## config.mk

```make
export PLATFORM = sky130hd
export DESIGN_NAME = alu_op_sequencer
export DESIGN_NICKNAME = d
export VERILOG_FILES = /design/src/rtl/alu_op_sequencer.sv
export SDC_FILE = /design/constraint.sdc
export NUM_CORES = 1
export LEC_CHECK = 0
export CAP_MARGIN = 20
export CORE_MARGIN = 2
export CORE_UTILIZATION = 40
export CTS_BUF_LIST = sky130_fd_sc_hd__clkbuf_16
export CTS_CLUSTER_DIAMETER = 100
export DETAILED_ROUTE_END_ITERATION = 8
export HOLD_SLACK_MARGIN = 0.05
export PLACE_DENSITY_LB_ADDON = 0.2
export SLEW_MARGIN = 20
export SYNTH_ARGS = -nofsm -noshare
export SYNTH_HDL_FRONTEND = slang
export SYNTH_SLANG_ARGS = --single-unit
```

## constraint.sdc

```tcl
create_clock -name clk -period 6.7 [get_ports clk]
set_clock_uncertainty 0.2 [all_clocks]
set_input_delay 2.01 -clock clk [delete_from_list [all_inputs] [get_ports clk]]
set_output_delay 2.01 -clock clk [all_outputs]
set_load 0.02 [all_outputs]
```

## src/rtl/alu_op_sequencer.sv

```systemverilog
// alu_op_sequencer: command FIFO plus issue/response stage in front of a 4-bit ALU.
// Commands are queued, issued one at a time through registered ALU drives, and
// each result (with flags) is returned on a valid/ready response port.
module alu_op_sequencer #(
    parameter int DEPTH = 4,
    parameter int W     = 4
) (
    input  logic                       clk,
    input  logic                       rst_n,
    input  logic                       cmd_valid,
    output logic                       cmd_ready,
    input  logic [2:0]                 cmd_sel,
    input  logic                       cmd_c,
    input  logic [W-1:0]               cmd_x,
    input  logic [W-1:0]               cmd_y,
    output logic [2:0]                 alu_select,
    output logic                       alu_in_c,
    output logic [W-1:0]               alu_in_x,
    output logic [W-1:0]               alu_in_y,
    input  logic [W-1:0]               alu_out_s,
    input  logic                       alu_out_c,
    input  logic                       alu_zero,
    input  logic                       alu_overflow,
    output logic                       rsp_valid,
    input  logic                       rsp_ready,
    output logic [2:0]                 rsp_sel,
    output logic [W-1:0]               rsp_s,
    output logic                       rsp_c,
    output logic                       rsp_zero,
    output logic                       rsp_overflow,
    output logic                       rsp_err,
    output logic [$clog2(DEPTH):0]     fifo_count
);

    localparam int AW = $clog2(DEPTH);
    localparam int CW = AW + 1;

    typedef enum logic [1:0] {IDLE, EXEC, RESP} state_t;

    state_t         state;

    // Command storage; pointers wrap naturally because DEPTH is a power of 2.
    logic [2:0]     fifo_sel [DEPTH];
    logic           fifo_c   [DEPTH];
    logic [W-1:0]   fifo_x   [DEPTH];
    logic [W-1:0]   fifo_y   [DEPTH];
    logic [AW-1:0]  wr_ptr;
    logic [AW-1:0]  rd_ptr;

    logic           push;
    logic           pop;
    logic           rsp_done;
    logic           fifo_empty;
    logic [2:0]     head_sel;
    logic           head_c;
    logic [W-1:0]   head_x;
    logic [W-1:0]   head_y;
    logic           head_illegal;

    assign fifo_empty   = (fifo_count == '0);
    assign cmd_ready    = (fifo_count != CW'(DEPTH));
    assign push         = cmd_valid & cmd_ready;
    assign rsp_done     = rsp_valid & rsp_ready;
    // The head is popped as soon as the issue stage is free: from IDLE, or from
    // RESP on the same edge that the current response is handed off.
    assign pop          = !fifo_empty && ((state == IDLE) || ((state == RESP) && rsp_done));
    assign head_sel     = fifo_sel[rd_ptr];
    assign head_c       = fifo_c[rd_ptr];
    assign head_x       = fifo_x[rd_ptr];
    assign head_y       = fifo_y[rd_ptr];
    assign head_illegal = (head_sel > 3'd4);

    // FIFO payload write; contents need no reset since the count gates every read.
    always_ff @(posedge clk) begin
        if (push) begin
            fifo_sel[wr_ptr] <= cmd_sel;
            fifo_c[wr_ptr]   <= cmd_c;
            fifo_x[wr_ptr]   <= cmd_x;
            fifo_y[wr_ptr]   <= cmd_y;
        end
    end

    // FIFO pointers and occupancy; simultaneous push and pop leave the count unchanged.
    always_ff @(posedge clk or negedge rst_n) begin
        if (!rst_n) begin
            wr_ptr     <= '0;
            rd_ptr     <= '0;
            fifo_count <= '0;
        end else begin
            if (push) wr_ptr <= wr_ptr + 1'b1;
            if (pop)  rd_ptr <= rd_ptr + 1'b1;
            case ({push, pop})
                2'b10:   fifo_count <= fifo_count + 1'b1;
                2'b01:   fifo_count <= fifo_count - 1'b1;
                default: fifo_count <= fifo_count;
            endcase
        end
    end

    // Issue/response FSM with registered ALU drives and response fields.
    always_ff @(posedge clk or negedge rst_n) begin
        if (!rst_n) begin
            state        <= IDLE;
            alu_select   <= '0;
            alu_in_c     <= 1'b0;
            alu_in_x     <= '0;
            alu_in_y     <= '0;
            rsp_valid    <= 1'b0;
            rsp_sel      <= '0;
            rsp_s        <= '0;
            rsp_c        <= 1'b0;
            rsp_zero     <= 1'b0;
            rsp_overflow <= 1'b0;
            rsp_err      <= 1'b0;
        end else if (pop) begin
            if (head_illegal) begin
                // Illegal opcodes bypass the ALU and answer immediately with an error.
                rsp_valid    <= 1'b1;
                rsp_sel      <= head_sel;
                rsp_s        <= '0;
                rsp_c        <= 1'b0;
                rsp_zero     <= 1'b0;
                rsp_overflow <= 1'b0;
                rsp_err      <= 1'b1;
                state        <= RESP;
            end else begin
                alu_select <= head_sel;
                alu_in_c   <= head_c;
                alu_in_x   <= head_x;
                alu_in_y   <= head_y;
                rsp_valid  <= 1'b0;
                state      <= EXEC;
            end
        end else begin
            case (state)
                EXEC: begin
                    rsp_valid <= 1'b1;
                    rsp_sel   <= alu_select;
                    rsp_s     <= alu_out_s;
                    rsp_err   <= 1'b0;
                    if (alu_select == 3'd0 || alu_select == 3'd1) begin
                        rsp_c        <= alu_out_c;
                        rsp_zero     <= alu_zero;
                        rsp_overflow <= alu_overflow;
                    end else begin
                        // The ALU flags are meaningless for logic ops; derive zero here.
                        rsp_c        <= 1'b0;
                        rsp_zero     <= (alu_out_s == '0);
                        rsp_overflow <= 1'b0;
                    end
                    state <= RESP;
                end
                RESP: begin
                    if (rsp_done) begin
                        rsp_valid <= 1'b0;
                        state     <= IDLE;
                    end
                end
                default: state <= IDLE;
            endcase
        end
    end

endmodule

```

==> flow_summary_export.csv <==
group,metric,value,unit
outcome,status,"completed",
logic_synthesis,synth.avg_cell_area,17.54,µm²
power_and_ir_drop,max-vdd-ir-drop,187.6,µV
routing,firstDrtPassIters,4,
flow_run,cap_violations,0,
critical_path,cp_top_family,"buffers and inverters",
critical_path,slowest_stage,"clkdlybuf4s50_1",
routing,via_count,1754,
finish,postLayoutCoreUtil,51.53,%
finish,nNetsFinal,272,
finish,finalNonFillerCells,353,
grt,grt_max_degree,34,
floorplanning,die-width,94.56,µm
placement,dp_hpwl,3.798,mm
logic_synthesis,synth_common_cells,"48 x edfxtp_1, 33 x dfrtp_1, 12 x mux4_2, 11 x nor2_1, 7 x mux2_4",
cts,root_buffer,"clkbuf_16",
routing,drcViolationCount,0,
logic_synthesis,synthCells,187,
critical_path,endpoint_kind,"register",
critical_path,r2r_cells,5,
grt,grt_use_met2,23.39,%
hold_path,whs_path_depth,1,
cts,clkTransAtPathRegs,0.06,ns
timing,worst_slew_pin_slew,0.8735,ns
floorplanning,core_area,8093,µm²
logic_synthesis,synth_nets,216,
grt,antenna_found_initial,0,
critical_path,reg2reg_from,"rd_ptr[0]",
routing,first_iter_violations,90,
timing,report.final.slew_viol_count,0,
timing,setup-violations-final,0,
timing,rsz0062_at_grt,"false",
cts,clock_path_buffers,2,
routing,post_drt_wl_per_cell,16.67,µm
routing,ant_nets,0,
finish,synthToLayoutAreaGrowth,27.12,%
grt,grtUsageTotal,14.59,%
timing,setup_tns,0,ns
critical_path,arrival,4.14,ns
logic_synthesis,synth.most_common_cell,"edfxtp_1",
critical_path,cp_max_fo,9,
placement,placed_cells,337,
placement,finalWeightedCongestion,0.7178,
critical_path,r2r_slack,3.93,ns
hold_path,hold_end,"rsp_zero",
grt,grt_pass1_vias,1834,
placement,io_buffers,50,
timing,finalHoldViolations,0,
logic_synthesis,synth-main-ff-cell,"edfxtp_1",
critical_path,worst-path-buf-inv,2,
grt,grt_pass1_wl,9.384,mm
cts,cts_tree,"built",
critical_path,start_kind,"input pin",
timing,whs,0.2900,ns
logic_synthesis,synth_edf_count,48,
logic_synthesis,synthDistinctLibCells,40,
grt,top_usage_layer,"met2",
floorplanning,start_util,40.54,%
grt,gr-total-overflow,0,
cts,clkSinkCount,81,
critical_path,cp_slowest_stage_delay,0.50,ns
power_and_ir_drop,p_leak,1.594,nW
grt,grt_use_met3,3.591,%
routing,wl,5.884,mm
finish,antenna_cells,0,
logic_synthesis,synth_top_area_cell,"edfxtp_1",
critical_path,critPathRequiredTime,6.71,ns
logic_synthesis,yosysWarnings,0,
timing,slew_headroom,41.77,%
grt,grtUsageMet1,18.46,%
cts,cts_buffers,9,
hold_path,hold_path.class,"reg -> reg",
hold_path,hp-start,"rsp_zero",
floorplanning,row_count,33,
floorplanning,io_pins,51,
logic_synthesis,synthTopCellsByArea,"edfxtp_1 44%, dfrtp_1 25%, mux4_2 8.2%",
critical_path,path_class,"in -> reg",
finish,fill_cells,720,
logic_synthesis,synth_top_area_share,43.94,%
timing,post-route-period-util,61.56,%
cts,htree_levels,3,
routing,vias_per_cell,4.969,
floorplanning,die_height,94.56,µm
floorplanning,fp.dieArea,8942,µm²
logic_synthesis,synthArstFlopShare,40.74,%
cts,ctsHoldBuffers,0,
logic_synthesis,seq_area_frac_synth,69.11,%
logic_synthesis,syn-cell-area,3281,µm²
logic_synthesis,yosys_register_bits,81,
timing,max_freq,242.4,MHz
power_and_ir_drop,power.density,508.0,nW/µm²
critical_path,timing.rr.end,"rsp_c",
cts,cts_resized,0,
critical_path,cp_cell_sequence,"clkdlybuf4s50_1 > nand2_1 > a211o_1 > inv_2 > ha_1 > fa_1 > mux2_2",
cts,insertion_delay,0.33,ns
finish,drive_above_1_share,18.55,%
timing,min_period,4.125,ns
cts,post_cts_buffers,0,
power_and_ir_drop,p_total,2.119,mW
## flip-flops by register name, indices dropped and copies added (netlist names)
| name | count |
|---|---|
| rsp_valid | 1 |
| rsp_s | 4 |
| rsp_c | 1 |
| alu_in_c | 1 |
| rsp_sel | 3 |
| alu_in_y | 4 |
| fifo_c | 4 |
| fifo_sel | 12 |
| rsp_zero | 1 |
| alu_select | 3 |
| fifo_y | 16 |
| wr_ptr | 2 |
| rd_ptr | 2 |
| state | 2 |
| rsp_err | 1 |
| fifo_x | 16 |
| rsp_overflow | 1 |
| fifo_count | 3 |
| alu_in_x | 4 |
## worst register-to-register path, stage by stage, from the launching register on
cell and delay [ns]:
dfrtp_1 0.91, mux4_2 0.68, o21ai_4 0.26, o21ai_2 0.14
nand2_4 0.13, mux2_2 0.34
## final cells by class
class	count	area (µm²)	area share, %
clock buffers	9	225.2	5.401
clock inverters	7	63.81	1.530
inverters	5	18.77	0.4500
multi-input cells	95	955.9	22.92
flip-flops and latches	81	2267	54.37
well taps	105	131.4	3.150
repair buffers	51	508.0	12.18
## cells in the final DEF (no fill, tap or decap), drive strengths merged, types with 5 or more instances in the layout
| master | n |
|---|---|
| a21oi | 5 |
| a22o | 6 |
| clkbuf | 9 |
| clkdlybuf4s50 | 50 |
| dfrtp | 33 |
| edfxtp | 48 |
| ha | 5 |
| inv | 6 |
| mux2 | 13 |
| mux4 | 12 |
| nand2 | 7 |
| nor2 | 11 |
| xnor2 | 5 |
## routing by layer
| metal | vias up | wire (µm) |
|---|---|---|
| li1 | 830 | - |
| met1 | 870 | 2658 |
| met2 | 44 | 2813 |
| met3 | 10 | 277 |
| met4 | 0 | 134 |
| met5 | - | 0 |
## worst max path at each step
stage,slack [ns],from,cells after the start,endpoint
floorplan,2.89,rsp_ready,6,fifo_count[1]
global placement,2.29,rsp_ready,7,fifo_count[1]
detailed placement,2.24,rsp_ready,7,fifo_count[1]
CTS,2.58,rsp_ready,7,fifo_count[1]
global route,2.50,rsp_ready,7,fifo_count[1]
finish,2.58,rsp_ready,7,fifo_count[1]
## report_power, final
part | internal (mW) | switching (mW) | total, mW
registers | 0.696 | 0.132 | 0.827
clock network | 0.284 | 0.187 | 0.471
logic | 0.431 | 0.389 | 0.820
## through the flow
step / instance area (µm²) / setup slack [ns]
floorplan: 3281 / 2.893
CTS: 4170 / 2.578
global route: 4170 / 2.500
finish: 4170 / 2.575
detailed placement: 3881 / 2.242
global placement: 3881 / 2.288
## kinds of logic (layout without fill, tap and decap cells)
group | count (synthesis) | after routing | share of synthesized area [%]
DFF | 81 | 81 | 69.11
buffers and inverters | 11 | 72 | 1.754
adders and majority gates | 6 | 6 | 2.517
muxes | 27 | 27 | 14.11
and+or+nand+nor | 33 | 33 | 5.568
AOI/OAI and AO/OA | 23 | 23 | 5.340
xor gates and xnor gates | 6 | 6 | 1.602
Note: power is estimated with default switching activity, not from simulation.
